--- src/rtl/muldiv_unit.sv ---
// muldiv_unit: iterative shift-add multiply / restoring divide with HI/LO registers
module muldiv_unit #(
    parameter int WIDTH = 32
) (
    input  logic             clk_i,
    input  logic             rst_n_i,
    input  logic             start_i,
    input  logic [1:0]       op_i,
    input  logic [WIDTH-1:0] a_i,
    input  logic [WIDTH-1:0] b_i,
    input  logic             wr_hi_i,
    input  logic             wr_lo_i,
    input  logic [WIDTH-1:0] wdata_i,
    output logic             busy_o,
    output logic             done_o,
    output logic             div_by_zero_o,
    output logic [WIDTH-1:0] hi_o,
    output logic [WIDTH-1:0] lo_o
);
    localparam int CW = $clog2(WIDTH + 1);

    typedef enum logic [1:0] {IDLE, RUN, FIX} state_t;

    state_t             state_q, state_d;
    logic [CW-1:0]      cnt_q, cnt_d;
    logic [2*WIDTH-1:0] acc_q, acc_d;
    logic [WIDTH-1:0]   mb_q, mb_d, a_q, a_d, hi_q, hi_d, lo_q, lo_d;
    logic               div_q, div_d, sa_q, sa_d, sb_q, sb_d, dz_q, dz_d, done_q, done_d;

    logic               a_neg, b_neg, d_ge, dz;
    logic [WIDTH-1:0]   a_mag, b_mag, d_diff, q_fix, r_fix;
    logic [WIDTH:0]     m_sum, d_t;
    logic [2*WIDTH-1:0] prod, mul_next, div_next;

    // Datapath: operand magnitudes, one iteration step of each algorithm, sign fix-up
    always_comb begin
        a_neg    = op_i[0] & a_i[WIDTH-1];
        b_neg    = op_i[0] & b_i[WIDTH-1];
        a_mag    = a_neg ? -a_i : a_i;
        b_mag    = b_neg ? -b_i : b_i;
        m_sum    = {1'b0, acc_q[2*WIDTH-1:WIDTH]} + {1'b0, acc_q[0] ? mb_q : {WIDTH{1'b0}}};
        mul_next = {m_sum, acc_q[WIDTH-1:1]};
        d_t      = {acc_q[2*WIDTH-1:WIDTH], acc_q[WIDTH-1]};
        d_ge     = d_t >= {1'b0, mb_q};
        d_diff   = d_t[WIDTH-1:0] - mb_q;
        div_next = {d_ge ? d_diff : d_t[WIDTH-1:0], acc_q[WIDTH-2:0], d_ge};
        prod     = (sa_q ^ sb_q) ? -acc_q : acc_q;
        q_fix    = (sa_q ^ sb_q) ? -acc_q[WIDTH-1:0] : acc_q[WIDTH-1:0];
        r_fix    = sa_q ? -acc_q[2*WIDTH-1:WIDTH] : acc_q[2*WIDTH-1:WIDTH];
        dz       = div_q && (mb_q == '0);
    end

    // Next-state and register updates for IDLE / RUN / FIX
    always_comb begin
        state_d = state_q;
        cnt_d   = cnt_q;
        acc_d   = acc_q;
        mb_d    = mb_q;
        a_d     = a_q;
        hi_d    = hi_q;
        lo_d    = lo_q;
        div_d   = div_q;
        sa_d    = sa_q;
        sb_d    = sb_q;
        dz_d    = dz_q;
        done_d  = 1'b0;
        case (state_q)
            IDLE: begin
                if (start_i) begin
                    div_d   = op_i[1];
                    sa_d    = a_neg;
                    sb_d    = b_neg;
                    acc_d   = {{WIDTH{1'b0}}, a_mag};
                    mb_d    = b_mag;
                    a_d     = a_i;
                    cnt_d   = CW'(WIDTH);
                    state_d = RUN;
                end else begin
                    hi_d = wr_hi_i ? wdata_i : hi_q;
                    lo_d = wr_lo_i ? wdata_i : lo_q;
                end
            end
            RUN: begin
                acc_d   = div_q ? div_next : mul_next;
                cnt_d   = cnt_q - CW'(1);
                state_d = (cnt_q == CW'(1)) ? FIX : RUN;
            end
            FIX: begin
                done_d  = 1'b1;
                dz_d    = dz;
                hi_d    = dz ? a_q : div_q ? r_fix : prod[2*WIDTH-1:WIDTH];
                lo_d    = dz ? {WIDTH{1'b1}} : div_q ? q_fix : prod[WIDTH-1:0];
                state_d = IDLE;
            end
            default: state_d = IDLE;
        endcase
    end

    // State and result registers with asynchronous clear
    always_ff @(posedge clk_i or negedge rst_n_i) begin
        if (!rst_n_i) begin
            state_q <= IDLE;
            cnt_q   <= '0;
            acc_q   <= '0;
            mb_q    <= '0;
            a_q     <= '0;
            hi_q    <= '0;
            lo_q    <= '0;
            div_q   <= 1'b0;
            sa_q    <= 1'b0;
            sb_q    <= 1'b0;
            dz_q    <= 1'b0;
            done_q  <= 1'b0;
        end else begin
            state_q <= state_d;
            cnt_q   <= cnt_d;
            acc_q   <= acc_d;
            mb_q    <= mb_d;
            a_q     <= a_d;
            hi_q    <= hi_d;
            lo_q    <= lo_d;
            div_q   <= div_d;
            sa_q    <= sa_d;
            sb_q    <= sb_d;
            dz_q    <= dz_d;
            done_q  <= done_d;
        end
    end

    assign busy_o        = state_q != IDLE;
    assign done_o        = done_q;
    assign div_by_zero_o = dz_q;
    assign hi_o          = hi_q;
    assign lo_o          = lo_q;
endmodule
--- config.mk ---
export PLATFORM = sky130hd
export DESIGN_NAME = muldiv_unit
export DESIGN_NICKNAME = d
export VERILOG_FILES = /design/src/rtl/muldiv_unit.sv
export SDC_FILE = /design/constraint.sdc
export NUM_CORES = 1
export LEC_CHECK = 0
export CORE_MARGIN = 3
export CORE_UTILIZATION = 50
export DETAILED_ROUTE_END_ITERATION = 8
export GPL_ROUTABILITY_DRIVEN = 0
export GPL_TIMING_DRIVEN = 0
export PLACE_DENSITY = 0.83
export REMOVE_ABC_BUFFERS = 1
export SYNTH_ARGS = -nofsm -noshare
export SYNTH_HDL_FRONTEND = slang
export SYNTH_SLANG_ARGS = --single-unit
--- constraint.sdc ---
create_clock -name clk_i -period 4.17 [get_ports clk_i]
set_clock_uncertainty 0.2 [all_clocks]
set_input_delay 0.417 -clock clk_i [delete_from_list [all_inputs] [get_ports clk_i]]
set_output_delay 0.417 -clock clk_i [all_outputs]
set_load 0.1 [all_outputs]
==> implementation parameters, run 1 <==
Parameter                              Value

Outcome
  Outcome ... finished with violations
  Violated checks ... negative setup slack

CTS
  TritonCTS clock tree ... yes
  Skew-Pair Late Insertion Delay ... ~530 ps
  Maximum number of buffers from clock root to sink ... 3
  Clock sink total ... around 210
  Number of CTS-inserted buffers ... 24
  CTS Root Cell ... sky130_fd_sc_hd__clkbuf_16
  Register clock-pin slew on the reported worst setup and hold paths ... approximately 60 ps
  H-Tree Level Count ... 1

Timing
  Slew at the pin with the worst max-slew slack ... 1370 ps
  Total negative slack ... -12.1 ps
  RSZ-0062 raised after global routing ... true
  Final count of pins violating max slew ... 0
  Portion of the clock cycle consumed by the worst path in the final layout ... 100%
  Max Freq ... 0.239 GHz
  Remaining max-slew budget at the tightest pin ... 8.03%
  Time the worst path needs with I/O delays and setup ... around 4200 ps
  Worst hold margin ... 232 ps
  Final Setup Violations ... 1
  Final hold vios ... 0
  Smallest setup slack after layout ... -12.1 ps

Worst setup path
  CP Launch Point ... div_q$_DFFE_PN0P_
  Crit path required time ... 4300 ps
  Critical path arrival ... around 4300 ps
  Startpoint of the worst-slack reg-to-reg timing path ... div_q$_DFFE_PN0P_
  Kind of capture point of the worst setup path ... flip-flop
  Critical path class ... flip-flop to flip-flop
  Maximum net fanout on the critical path ... 50
  Critical path launch point type ... flip-flop

Yosys
  Post-Synth XOR/XNOR Area ... roughly a tenth
  Count of cell types in the netlist ... 83
  Total of warnings raised by yosys ... 0
  Number of synthesized flops with an enable pin ... 0
  Synthesized area divided by synthesized cell count ... a little over 8 um^2
  Portion of netlist area occupied by mux cells ... 4.12%
  Async set-reset flop share out of synthesis ... between 90% and 100%
  Fraction of the mapped netlist area in adder cells ... a little under 6%
  Compound-cell area share of the yosys netlist ... 24.6%
  Part of the Yosys area used for sequential elements ... about a third
  Dominant combinational cell family by area after synthesis ... compound AO/OA/AOI/OAI gates
  Cell count after synthesis ... 1946
  Share of synthesized cell area in and, or, nand and nor gates ... 18.6%
  Post-Synthesis Cell Area ... between 15000 and 20000 um^2
  Seq cells post-synth ... between 200 and 250
  Most used DFF post-synth ... sky130_fd_sc_hd__dfrtp_1

Global route
  Antenna violations before repair ... 0
  Number of global-route vias before repair ... 14939
  Pin count of the biggest net entering global routing ... 121
  Final global-route overflow total ... 0
  Global-route wire length before repair ... 77.8 mm
  Total Routing Usage GR ... 28.2%

Floorplan
  Number of rows created at floorplan ... 64
  Die outline area ... around 34000 um^2
  Top-Level Pins ... 170
  Floorplan Core Area ... 30700 um^2
  Die boundary height ... 183 um
  Starting density of the core ... between 50% and 60%
  Horizontal die dimension ... 183 um

Drt
  Vias ... 15847
  Post-DRT Antenna Nets ... 0
  First DRT Iteration DRCs ... 1710
  Per-cell via count in the routed design ... between 6 and 7
  Routed WL per cell ... 20.1 um
  Number of search-and-repair iterations in the first detailed-routing pass ... 6
  Total Wirelength ... 49.3 mm
  Drc violations ... 0

Hold path
  Worst hold path type ... primary input to flip-flop
  Startpoint of the most critical hold path ... op_i[1]

Placement
  Number of input and output port buffers inserted ... roughly 170
  HPWL after detailed placement ... 35.5 mm
  Placement Cell Area ... 17700 um^2

Layout
  Antenna diode count ... 0
  Fill cell total of the finished layout ... 2650
  Most frequent standard cell in the layout excluding fill and tap cells ... sky130_fd_sc_hd__nand2_1
  Total number of nets in the final design ... 2211
  Syn-to-layout area delta ... 18.4%
  Final Cell Area ... 18600 um^2
  Fraction of layout instances using a drive strength above 1 ... under 10%
  Most frequent cells in the layout ... sky130_fd_sc_hd__nand2_1 (263), sky130_fd_sc_hd__dfrtp_1 (204), sky130_fd_sc_hd__o21ai_0 (202)

Flow run
  Count of max-cap constraint violations ... 0
-- Yosys cell counts (all sizes together) (5+ instances only) --
cell type	number	area, um^2
a211oi	25	193
a21o	48	360
a21oi	105	529
a221oi	9	78.8
a22oi	18	135
a31oi	29	181
and2	13	81.3
and3	9	56.3
buf	15	75.1
clkbuf	102	383
dfrtp	205	5130
ha	70	876
inv	61	229
mux2	5	56.3
mux2i	59	591
nand2	264	991
nand2b	12	75.1
nand3	51	255
nand4	6	37.5
nor2	161	607
nor2b	9	56.3
nor3	41	205
nor4	23	159
o211ai	27	203
o21a	8	60.1
o21ai	204	1020
o21bai	7	63.8
o221ai	5	43.8
o22ai	48	300
o31ai	25	188
o41ai	13	114
or2	8	52.6
or3	19	124
or4	11	86.3
xnor2	85	744
xor2	89	780
-- final cells by class --
class | count | area (um^2) | area share, %
tap | 396 | 495 | 2.67
timing repair buffer | 181 | 1920 | 10.3
clock buffer | 36 | 727 | 3.92
multi-input combinational | 1562 | 9940 | 53.6
inverter | 62 | 259 | 1.40
clock inverter | 7 | 91.3 | 0.492
sequential | 205 | 5130 | 27.7
-- cells by family after synthesis --
kind of cell | Yosys count
buf+inv | 179
mux | 64
fa+ha+maj | 72
xor+xnor | 174
simple gates | 642
flops | 205
compound gates | 610
-- metrics by stage --
stage	worst slack [ps]	cells	util [%]
detailed placement	-516	2405	57.5
global route	-65.2	2449	60.4
finish	-12.1	2449	60.4
CTS	70.7	2449	60.2
floorplan	-1570	1829	-
global placement	-6110	2394	56.6
-- worst paths after layout --
path                            cells after the start  slack [ps]                  end
worst max-delay path                                7         -10  hi_o[8]$_DFFE_PN0P_
worst min-delay path                                3         230    div_q$_DFFE_PN0P_
worst max register to register                      7         -10  hi_o[8]$_DFFE_PN0P_
worst min register to register                      2         270   a_q[6]$_DFFE_PN0P_
max in group asynchronous                           3        2380    div_q$_DFFE_PN0P_
min in group asynchronous                           2         260  lo_o[6]$_DFFE_PN0P_
-- routing by layer --
metal / GRT usage [%] / wire, um / up-vias
met4: 11.6 / 2230 / 0
met3: 4.78 / 5220 / 215
met2: 46.1 / 22300 / 972
li1: - / - / 7196
met5: 0 / 0 / -
met1: 37.4 / 19500 / 7464
-- critical path: stages, from the launching register on --
cell	delay, ps
sky130_fd_sc_hd__dfrtp_4	810
sky130_fd_sc_hd__nor4b_1	300
sky130_fd_sc_hd__nand4_1	230
sky130_fd_sc_hd__nor4_2	980
sky130_fd_sc_hd__buf_4	320
sky130_fd_sc_hd__nand2_1	490
sky130_fd_sc_hd__o22ai_1	490
sky130_fd_sc_hd__a221oi_1	140
-- timing repair --
action / 4_1_cts / 5_1_grt
endpoints found under the hold margin: 85 / 0
endpoints found under the setup margin: 49 / 28
buffers inserted: 0 / 0
hold buffers: 1 / 0
gates cloned: 0 / 0
gates resized for setup: 3 / 7
-- sequential cells by signal, indices dropped and copies added (netlist names), 2 cells and up --
signal   count
state_q      2
a_q         32
mb_q        32
lo_o        32
cnt_q        6
hi_o        32
acc_q       64
Power of run 1 is not shown: default switching activity piles up to over one toggle a cycle in this logic, so the estimate is an artifact.
==> run 2, diff against run 1 <==
- clock period: 4.17 -> 5.1 ns (I/O delays scaled with it)
==> run 2 against run 1 <==
The flow now finishes without violations. Utilization fell by 0.17 points. Register-to-register slack better by 250 ps. Worst hold slack better by 39 ps. Global-route usage barely moved.
==> implementation parameters, run 2 (same netlist as run 1, synthesis figures left out) <==
Parameter                              Value

CTS
  Total setup buffers inserted after CTS ... 0 (unchanged)
  TritonCTS clock tree ... yes
  Maximum number of buffers from clock root to sink ... 3 (unchanged)
  CTS Root Cell ... sky130_fd_sc_hd__clkbuf_16
  H-Tree Level Count ... 1 (unchanged)
  Clock sink total ... 205 (unchanged)
  Register clock-pin slew on the reported worst setup and hold paths ... 60 ps (about the same)
  Number of CTS-inserted buffers ... 24 (unchanged)
  Skew-Pair Late Insertion Delay ... 530 ps (about the same)

Layout
  Fill cell total of the finished layout ... 2655 (+0.19%)
  Most frequent standard cell in the layout excluding fill and tap cells ... sky130_fd_sc_hd__nand2_1
  Syn-to-layout area delta ... 18.0%
  Largest Register ... acc_q
  Most frequent cells in the layout ... sky130_fd_sc_hd__nand2_1 (263), sky130_fd_sc_hd__dfrtp_1 (204), sky130_fd_sc_hd__o21ai_0 (202)
  Register area ... 5130 um^2 (unchanged)
  Post-Route Utilization ... 60.2% (-0.17 points)
  Fraction of layout instances using a drive strength above 1 ... 4.24% (-0.19 points)
  Number of flip-flops in the largest register ... 64 (unchanged)
  Total number of nets in the final design ... 2211 (unchanged)
  Area occupied by multi-input gates ... 9910 um^2 (-0.28%)
  Antenna diode count ... 0 (unchanged)

Worst setup path
  Critical path arrival ... 5100 ps (+790 ps)
  Critical path class ... flip-flop to flip-flop
  Kind of capture point of the worst setup path ... flip-flop
  Startpoint of the worst-slack reg-to-reg timing path ... acc_q[0]$_DFFE_PN0P_
  Critical path launch point type ... flip-flop
  Maximum net fanout on the critical path ... 34 (-32%)
  Register-to-Register Path Depth ... 12 (+5)
  Crit path required time ... 5330 ps (+1030 ps)
  CP Launch Point ... acc_q[0]$_DFFE_PN0P_

Global route
  Number of global-route vias before repair ... 14934 (-0.033%)
  Global-route wire length before repair ... 77.8 mm (about the same)
  Met3 Resource Use GR ... 4.78% (unchanged)
  Antenna violations before repair ... 0 (unchanged)
  Met1 usage in global routing ... 37.4% (about the same)
  Final global-route overflow total ... 0 (unchanged)
  Most used routing layer in global routing ... met2
  Total Routing Usage GR ... 28.2% (about the same)
  Met2 capacity usage during global routing ... 46.2% (+0.075 points)
  Pin count of the biggest net entering global routing ... 121 (unchanged)

Timing
  Remaining max-slew budget at the tightest pin ... 6.30% (-1.7 points)
  Max Freq ... 0.206 GHz (-14%)
  Final count of pins violating max slew ... 0 (unchanged)
  Worst hold margin ... 272 ps (+39.3 ps)
  Final Setup Violations ... 0 (-1)
  RSZ-0062 raised after global routing ... false
  Final hold vios ... 0 (unchanged)
  Portion of the clock cycle consumed by the worst path in the final layout ... 95.4% (-4.9 points)
  Slew at the pin with the worst max-slew slack ... 1390 ps (+25.7 ps)
  Time the worst path needs with I/O delays and setup ... 4860 ps (+682 ps)

Drt
  Routed WL per cell ... 20.1 um (-0.33%)
  Vias ... 15743 (-0.66%)
  Per-cell via count in the routed design ... 6.43 (-0.66%)
  First DRT Iteration DRCs ... 1793 (+4.9%)
  Post-DRT Antenna Nets ... 0 (unchanged)
  Drc violations ... 0 (unchanged)
  Number of search-and-repair iterations in the first detailed-routing pass ... 7 (+1)
  Total Wirelength ... 49.1 mm (-0.33%)

Floorplan
  Starting density of the core ... 51.0% (unchanged)
  Floorplan Core Area ... 30700 um^2 (unchanged)
  Top-Level Pins ... 170 (unchanged)
  Horizontal die dimension ... 183 um (unchanged)
  Die boundary height ... 183 um (unchanged)
  Die outline area ... 33500 um^2 (unchanged)
  Number of rows created at floorplan ... 64 (unchanged)

Hold path
  Worst hold path type ... flip-flop to flip-flop
  Hold Crit Depth ... 2 (-1)
  Startpoint of the most critical hold path ... a_q[6]$_DFFE_PN0P_

Outcome
  Outcome ... completed

Flow run
  Count of max-cap constraint violations ... 0 (unchanged)

Placement
  Number of input and output port buffers inserted ... 169 (unchanged)
  HPWL after detailed placement ... 35.5 mm (unchanged)
==> run 2: cell count changes in the layout (fill, tap and decap cells not counted) <==
cell,delta
sky130_fd_sc_hd__o21ai_1,+1
sky130_fd_sc_hd__clkinv_1,+1
sky130_fd_sc_hd__bufinv_16,-1
sky130_fd_sc_hd__nand2_2,+1
sky130_fd_sc_hd__a2111oi_1,-1
sky130_fd_sc_hd__a211oi_2,-1
sky130_fd_sc_hd__a21o_2,+1
sky130_fd_sc_hd__nand2_4,-1
sky130_fd_sc_hd__a31oi_1,+1
sky130_fd_sc_hd__a21o_4,-1
sky130_fd_sc_hd__a211oi_1,+1
sky130_fd_sc_hd__a2111oi_0,+1
sky130_fd_sc_hd__a31oi_2,-1
sky130_fd_sc_hd__o21ai_2,-1
==> run 2: repair_timing <==
action                     in CTS  in global routing
hold endpoints to repair       85                  0
hold buffers                    1                  0
setup endpoints to repair       0                  0
gates resized for setup         0                  0
==> run 2: cell type report <==
class,instances,area share [%]
clock buffer,36,3.93
clock inverter,7,0.493
inverter,62,1.26
multi-input combinational,1562,53.6
sequential,205,27.7
tap,396,2.68
timing repair buffer,181,10.4
==> run 2: path summary, 6_finish.rpt <==
path | end | slack [ps]
hold reg to reg | a_q[6]$_DFFE_PN0P_ | 270
max in group asynchronous | div_q$_DFFE_PN0P_ | 3230
min in group asynchronous | lo_o[6]$_DFFE_PN0P_ | 350
setup / recovery | acc_q[61]$_DFFE_PN0P_ | 240
hold / removal | a_q[6]$_DFFE_PN0P_ | 270
setup reg to reg | acc_q[61]$_DFFE_PN0P_ | 240
==> run 2: through the flow <==
| stage | setup slack (ps) | setup TNS (ps) | cell area (um^2) | std cells |
|---|---|---|---|---|
| floorplan | -640 | -8160 | 15200 | 1829 |
| global placement | -5280 | -1296230 | 17400 | 2394 |
| detailed placement | 414 | 0 | 17700 | 2405 |
| CTS | 375 | 0 | 18500 | 2449 |
| global route | 21.1 | 0 | 18500 | 2449 |
| finish | 236 | 0 | 18500 | 2449 |
==> run 2: worst max-delay path, stage by stage (launching register included) <==
cell and delay, ps:
sky130_fd_sc_hd__dfrtp_1 490, sky130_fd_sc_hd__clkinv_1 830, sky130_fd_sc_hd__nor2_1 330, sky130_fd_sc_hd__ha_1 330
sky130_fd_sc_hd__a2111o_1 460, sky130_fd_sc_hd__o21ai_1 290, sky130_fd_sc_hd__a31oi_1 270, sky130_fd_sc_hd__a41o_1 350
sky130_fd_sc_hd__a221o_1 370, sky130_fd_sc_hd__a31oi_1 240, sky130_fd_sc_hd__nand2b_1 170, sky130_fd_sc_hd__mux2_2 340
sky130_fd_sc_hd__o211ai_1 90
==> run 2: metal layers <==
metal | vias to the layer above | share of wire (%)
li1 | 7188 | -
met1 | 7418 | 40
met2 | 960 | 46
met3 | 177 | 10
met4 | 0 | 4.1
met5 | - | 0
Power of run 2 is left out for the same reason.
